<file path="config.mk">
export PLATFORM = sky130hd
export DESIGN_NAME = tetris_cmd_sched
export DESIGN_NICKNAME = d
export VERILOG_FILES = /design/src/rtl/tetris_cmd_sched_pkg.sv /design/src/rtl/tetris_cmd_sched_bar_fifo.sv /design/src/rtl/tetris_cmd_sched.sv
export SDC_FILE = /design/constraint.sdc
export NUM_CORES = 1
export LEC_CHECK = 0
export ABC_AREA = 1
export ABC_CLOCK_PERIOD_IN_PS = 5180
export CAP_MARGIN = 20
export CORE_UTILIZATION = 56
export DETAILED_ROUTE_END_ITERATION = 16
export PLACE_DENSITY = 0.79
export SLEW_MARGIN = 20
export SYNTH_ARGS = -nofsm -noshare
export SYNTH_HDL_FRONTEND = slang
export SYNTH_SLANG_ARGS = --single-unit
</file>
<file path="constraint.sdc">
create_clock -name clk -period 5.18 [get_ports clk]
set_clock_uncertainty 0.15 [all_clocks]
set_input_delay 0.777 -clock clk [delete_from_list [all_inputs] [get_ports clk]]
set_output_delay 0.777 -clock clk [all_outputs]
set_load 0.005 [all_outputs]
</file>
<file path="src/rtl/tetris_cmd_sched_pkg.sv">
// Shared types for the tetris command path: the core state/command encoding,
// the key-request bit order used by the input decoder, and key-clear helper.
package tetris_cmd_sched_pkg;

  typedef enum logic [3:0] {
    NONE,
    INIT,
    WAIT,
    END,
    BAR,
    DROP,
    HOLD,
    ROTATE,
    ROTATE_REV,
    LEFT,
    RIGHT,
    DOWN
  } state_type;

  localparam int KEY_W          = 7;
  localparam int KEY_DOWN       = 0;
  localparam int KEY_RIGHT      = 1;
  localparam int KEY_LEFT       = 2;
  localparam int KEY_ROTATE_REV = 3;
  localparam int KEY_ROTATE     = 4;
  localparam int KEY_HOLD       = 5;
  localparam int KEY_DROP       = 6;

  localparam int BAR_W = 10;

  // DROP lands the piece, so any queued soft-drop is stale once it issues.
  function automatic logic [KEY_W-1:0] key_clear_mask(state_type cmd);
    logic [KEY_W-1:0] mask;
    mask = '0;
    case (cmd)
      DROP: begin
        mask[KEY_DROP] = 1'b1;
        mask[KEY_DOWN] = 1'b1;
      end
      HOLD:       mask[KEY_HOLD]       = 1'b1;
      ROTATE:     mask[KEY_ROTATE]     = 1'b1;
      ROTATE_REV: mask[KEY_ROTATE_REV] = 1'b1;
      LEFT:       mask[KEY_LEFT]       = 1'b1;
      RIGHT:      mask[KEY_RIGHT]      = 1'b1;
      DOWN:       mask[KEY_DOWN]       = 1'b1;
      default:    mask = '0;
    endcase
    return mask;
  endfunction

endpackage

</file>
<file path="src/rtl/tetris_cmd_sched_bar_fifo.sv">
// Garbage-row FIFO: zero-latency head read, simultaneous push/pop, and a
// registered overflow pulse when a push is refused.
module bar_fifo #(
  parameter int unsigned DEPTH = 4,
  parameter int unsigned WIDTH = 10
) (
  input  logic             clk,
  input  logic             reset,
  input  logic             push,
  input  logic [WIDTH-1:0] din,
  input  logic             pop,
  output logic [WIDTH-1:0] dout,
  output logic             empty,
  output logic             overflow
);

  localparam int AW = $clog2(DEPTH);

  logic [AW:0]      wr_ptr;
  logic [AW:0]      rd_ptr;
  logic [WIDTH-1:0] mem [DEPTH];
  logic             full;
  logic             do_push;
  logic             do_pop;

  assign empty = (wr_ptr == rd_ptr);
  assign full  = (wr_ptr[AW] != rd_ptr[AW]) && (wr_ptr[AW-1:0] == rd_ptr[AW-1:0]);

  // A pop in the same cycle frees the slot, so a push into a full FIFO is kept.
  assign do_pop  = pop && !empty;
  assign do_push = push && (!full || do_pop);

  assign dout = empty ? '0 : mem[rd_ptr[AW-1:0]];

  always_ff @(posedge clk or posedge reset) begin
    if (reset) begin
      wr_ptr   <= '0;
      rd_ptr   <= '0;
      overflow <= 1'b0;
    end else begin
      overflow <= push && !do_push;
      if (do_push) wr_ptr <= wr_ptr + 1'b1;
      if (do_pop)  rd_ptr <= rd_ptr + 1'b1;
    end
  end

  always_ff @(posedge clk) begin
    if (do_push) mem[wr_ptr[AW-1:0]] <= din;
  end

endmodule

</file>
<file path="src/rtl/tetris_cmd_sched.sv">
// Command scheduler for the tetris core: latches key/gravity/garbage requests
// and issues at most one prioritised ctrl pulse per WAIT visit of the core.
module tetris_cmd_sched
  import tetris_cmd_sched_pkg::*;
#(
  parameter int unsigned GRAVITY_BASE = 50_000_000,
  parameter int unsigned GRAVITY_STEP = 4_500_000,
  parameter int unsigned BAR_DEPTH    = 4
) (
  input  logic             clk,
  input  logic             reset,
  input  logic [KEY_W-1:0] key_req,
  input  logic             start_req,
  input  logic             bar_valid,
  input  logic [BAR_W-1:0] bar_in,
  input  state_type        core_state,
  input  logic [15:0]      score,
  output state_type        ctrl,
  output logic [BAR_W-1:0] bar_mask,
  output logic [3:0]       level,
  output logic             bar_overflow
);

  localparam int CNT_W = $clog2(GRAVITY_BASE + 1);

  logic [KEY_W-1:0] pend;
  logic [KEY_W-1:0] req;
  logic             start_pend;
  logic             grav_pend;
  logic             grav_now;
  logic [CNT_W-1:0] grav_cnt;
  logic [31:0]      period;
  logic             issued;
  logic             running;
  logic             bar_push;
  logic             bar_empty;
  state_type        cmd;

  assign level   = (score[15:8] != 8'd0) ? 4'd9 : score[7:4];
  assign period  = GRAVITY_BASE - 32'(level) * GRAVITY_STEP;
  assign running = (core_state != INIT) && (core_state != END);

  // Compare with >= so a level-up that shortens the period still wraps.
  assign grav_now = running && ((32'(grav_cnt) + 32'd1) >= period);
  assign req      = pend | key_req;
  assign bar_push = bar_valid && (bar_in != '0);

  bar_fifo #(
    .DEPTH (BAR_DEPTH),
    .WIDTH (BAR_W)
  ) u_bar_fifo (
    .clk      (clk),
    .reset    (reset),
    .push     (bar_push),
    .din      (bar_in),
    .pop      (core_state == BAR),
    .dout     (bar_mask),
    .empty    (bar_empty),
    .overflow (bar_overflow)
  );

  always_comb begin
    cmd = NONE;
    if (!issued) begin
      if (!running) begin
        if (start_req || start_pend) cmd = DOWN;
      end else if (core_state == WAIT) begin
        if (!bar_empty)                                   cmd = BAR;
        else if (req[KEY_DROP])                           cmd = DROP;
        else if (req[KEY_HOLD])                           cmd = HOLD;
        else if (req[KEY_ROTATE])                         cmd = ROTATE;
        else if (req[KEY_ROTATE_REV])                     cmd = ROTATE_REV;
        else if (req[KEY_LEFT])                           cmd = LEFT;
        else if (req[KEY_RIGHT])                          cmd = RIGHT;
        else if (req[KEY_DOWN] || grav_pend || grav_now)  cmd = DOWN;
      end
    end
  end

  always_ff @(posedge clk or posedge reset) begin
    if (reset) begin
      ctrl       <= NONE;
      pend       <= '0;
      start_pend <= 1'b0;
      grav_pend  <= 1'b0;
      grav_cnt   <= '0;
      issued     <= 1'b0;
    end else begin
      ctrl <= cmd;

      if (cmd != NONE)              issued <= 1'b1;
      else if (core_state != WAIT)  issued <= 1'b0;

      if (!running) begin
        pend       <= '0;
        grav_pend  <= 1'b0;
        grav_cnt   <= '0;
        start_pend <= (start_pend || start_req) && (cmd == NONE);
      end else begin
        start_pend <= 1'b0;
        pend       <= req & ~key_clear_mask(cmd);
        // A hard or soft drop satisfies gravity, so the period restarts.
        if (cmd == DOWN || cmd == DROP) begin
          grav_pend <= 1'b0;
          grav_cnt  <= '0;
        end else begin
          grav_pend <= grav_pend || grav_now;
          grav_cnt  <= grav_now ? '0 : grav_cnt + CNT_W'(1);
        end
      end
    end
  end

endmodule
</file>
==> summary.md <==
| Metric | Value |
|---|---|
| Largest net degree at the start of global routing | 48 |
| Period Utilization, post-route | 107% |
| Final hold vios | 0 |
| Root Buffer | clkbuf_8 |
| HPWL Detailed | 9.59 mm |
| Unrepaired setup endpoints after global routing | true |
| Register bit total from synthesis | 87 |
| RePlAce Congestion | 0.932 |
| Largest family of logic cells by synthesized area | simple AND/OR/NAND/NOR gates |
| Vias/cell | 5.28 |
| Clock H-tree levels | 3 |
| Pre-Repair DR Iteration Count | 5 |
| DIE AREA | 0.0105 sq mm |
| Routed vias | 5196 |
| Metal3 WL | 715 um |
| Post-synthesis adder-cell area fraction | 9.45% |
| Initial Utilization | 57.7% |
| Final slew viol count | 0 |
| Sequential area share after synthesis | 42.1% |
| Synth Area in XOR/XNOR | 5.28% |
| Multiplexer area fraction after synthesis | 0.200% |
| Highest metal used | met4 |
| Ratio of cells with drive above 1 in the final layout | 23.0% |
| Crit path top cell by count | nand2_1 |
| Overflow after GRT | 0 |
| WL final | 14.1 mm |
| Multi-input gate area | 0.00304 sq mm |
| Syn Nets | 786 |
| Post-place setup slack | -991 ps |
| Least-Margin Pin Slew | 1010 ps |
| Die span in y | 102 um |
| Global-route wire length before repair | 22.7 mm |
| Worst Hold Class | reg2reg |
| Std-Cell Rows | 36 |
| Clock sink total | 87 |
| DRC viols | 0 |
| Syn Area/Cell | 8.03 sq um |
| Core area | 0.00977 sq mm |
| Die X | 102 um |
| Worst rel slew slack | 32.6% |
| FF/Latch Area | 0.00238 sq mm |
| Ys Warns | 0 |
| Fin Hold WS | 347 ps |
| Setup violations, final | 35 |
| Placed inst area | 0.00691 sq mm |
| CP Max Fanout | 5 |
| Clk buf depth | 2 |
| Area Growth Syn to Fin | 34.3% |
| GRT Total Usage | 28.3% |
| CTS tree | done |
| Outcome | complete, but fails checks |
| Setup crit end kind | flip-flop |
| Synthesized cell area | 0.00564 sq mm |
| Final worst setup slack | -340 ps |
| Failing checks | setup timing |
| CTS Buf Count | 9 |
| Max Cap Viol | 0 |
| Post-synthesis compound-gate area fraction | 6.61% |
| LEAKAGE | 0.00368 uW |
| Vias in the first global route | 5130 |
| DR iter-0 viols | 213 |
| Worst-path clk slew | 90 ps |
| Count of cell types in the netlist | 44 |
| Cells after synthesis | 703 |
| CP Launch Type | input port |
| Fin crit period | 5520 ps |
| Metal-1 WL | 5.74 mm |
| Total I/O pin count | 60 |
| Worst Path Arrival | 5640 ps |
| CP Class | in2reg |
| Worst endpoint required time | 5300 ps |
| Clock Latency Late Sink | 370 ps |
| Total power | 2260 uW |
| # diodes | 0 |
| Critical path's slowest cell | fa_1 |
| PD cells | 298 mW/mm^2 |
| I/O Buffers | 55 |
| Wirelength per Cell | 14.3 um |
| Nets | 929 |
| Simple-gate portion of the synthesized area | 27.9% |
| Crit path largest cell delay | 540 ps |
| Antenna violations before repair | 0 |
| VDD IR max | 0.000278 V |
| Fillers | 640 |
| Fin area | 0.00758 sq mm |
| Final ANT Viol Nets | 0 |
| Max Freq | 181 MHz |
| Met2 routed WL | 7.31 mm |
==> worst paths after layout <==
path                                             startpoint                               end  slack (ps)  depth (start not counted)
setup / recovery                                  score[12]             grav_cnt[9]$_DFF_PP0_        -340                         43
hold / removal             u_bar_fifo.wr_ptr[2]$_DFFE_PP0P_  u_bar_fifo.wr_ptr[2]$_DFFE_PP0P_         350                          1
setup reg to reg                      grav_cnt[0]$_DFF_PP0_             grav_cnt[9]$_DFF_PP0_         -20                         38
hold reg to reg            u_bar_fifo.wr_ptr[2]$_DFFE_PP0P_  u_bar_fifo.wr_ptr[2]$_DFFE_PP0P_         350                          1
max in group asynchronous                             reset            grav_cnt[18]$_DFF_PP0_        3670                          2
min in group asynchronous                             reset  u_bar_fifo.rd_ptr[0]$_DFFE_PP0P_         720                          2
==> worst max-delay path, delay by kind of cell <==
family | cells | cell delay (ps)
xor+xnor | 1 | 110
simple gates | 28 | 2410
buf+inv | 9 | 850
compound gates | 2 | 510
fa+ha+maj | 3 | 940
==> registers in the layout, indices dropped and copies added (netlist names) <==
register	cells
issued	1
start_pend	1
ctrl	4
grav_pend	1
u_bar_fifo.rd_ptr	3
u_bar_fifo.mem	40
u_bar_fifo.overflow	1
grav_cnt	26
u_bar_fifo.wr_ptr	3
pend	7
==> timing repair <==
| item | CTS | global route |
|---|---|---|
| setup buffers | 9 | 8 |
| setup endpoints to repair | 39 | 39 |
| hold endpoints to repair | 0 | 0 |
| pin swaps | 42 | 33 |
| hold buffers | 0 | 0 |
| cloned | 3 | 0 |
| resized for setup | 69 | 33 |
==> logic make-up after synthesis <==
group,Yosys count
simple gates,357
flops,87
buf+inv,121
fa+ha+maj,42
xor+xnor,34
compound gates,61
mux,1
==> final cells by class <==
type                            count  share of cell area (%)
Inverter                          110                    5.50
Clock inverter                      7                    1.67
Multi-Input combinational cell    495                    40.1
Tap cell                          133                    2.20
Sequential cell                    87                    31.4
Clock buffer                        9                    1.63
Timing Repair Buffer              143                    17.5
==> layout by cell type (no fill, tap or decap), types with 3 or more instances in the layout <==
master	Yosys	final
nand2_1	153	144
inv_1	104	96
nor2_1	117	96
buf_4	0	77
dfrtp_1	47	47
clkdlybuf4s50_1	0	44
edfxtp_1	40	40
ha_1	41	39
xor2_1	28	28
nand3_1	29	28
nor2_4	2	22
o21ai_0	19	16
a21oi_1	19	16
nor2_2	12	13
nand2_2	5	12
nand4_1	12	12
inv_2	5	11
o32ai_1	10	10
buf_6	1	10
clkbuf_8	0	9
xnor2_1	6	6
nor3_1	7	5
o21ai_1	3	5
nand2_4	2	4
nor3_2	2	4
nand3_2	4	4
a211oi_1	4	4
nand3b_1	3	3
a21oi_2	0	3
nor4_1	3	3
bufinv_16	0	3
buf_16	0	3
buf_12	0	3
==> where the power goes <==
| group | internal (uW) | leakage (uW) | switching [uW] |
|---|---|---|---|
| Sequential | 849 | 0.000973 | 83.6 |
| Combinational | 346 | 0.00258 | 403 |
| Clock | 326 | 0.000122 | 253 |
==> synth_stat cells (all sizes together) <==
| cell type | n | area, sq um |
|---|---|---|
| nor2 | 131 | 537 |
| edfxtp | 40 | 1200 |
| nor4 | 3 | 18.8 |
| or4 | 1 | 7.51 |
| nand4 | 13 | 96.3 |
| xnor2 | 6 | 52.6 |
| a211oi | 4 | 30.0 |
| a21o | 1 | 7.51 |
| mux2 | 1 | 11.3 |
| o21a | 1 | 7.51 |
| a311o | 1 | 10.0 |
| ha | 41 | 513 |
| a31o | 1 | 8.76 |
| and3 | 1 | 6.26 |
| clkinv | 1 | 3.75 |
| xor2 | 28 | 245 |
| o21ai | 23 | 119 |
| dfrtp | 47 | 1180 |
| nand3b | 3 | 22.5 |
| a21oi | 19 | 95.1 |
| or2 | 2 | 12.5 |
| nand2 | 160 | 628 |
| o21bai | 1 | 7.51 |
| and2b | 1 | 7.51 |
| nor3 | 9 | 55.1 |
| buf | 3 | 30.0 |
| inv | 109 | 409 |
| nand3 | 33 | 185 |
| fa | 1 | 20.0 |
| o32ai | 10 | 87.6 |
| clkbuf | 8 | 30.0 |
==> per-stage QoR <==
stage / std cells / TNS [ps] / utilization, %
after CTS: 976 / -6380 / 75.7
final: 984 / -10200 / 77.5
after floorplan: 703 / -3290 / -
after global placement: 949 / -27080 / 70.7
after global routing: 984 / -22760 / 77.5
after detailed placement: 949 / -35280 / 70.7
==> per-layer routing <==
metal / track usage [%] / up-vias
met2: 50.4 / 161
met4: 11.0 / 0
met1: 33.4 / 2452
met5: 0 / -
li1: - / 2545
met3: 5.95 / 38
No activity file was read; power rests on OpenSTA's default activity.
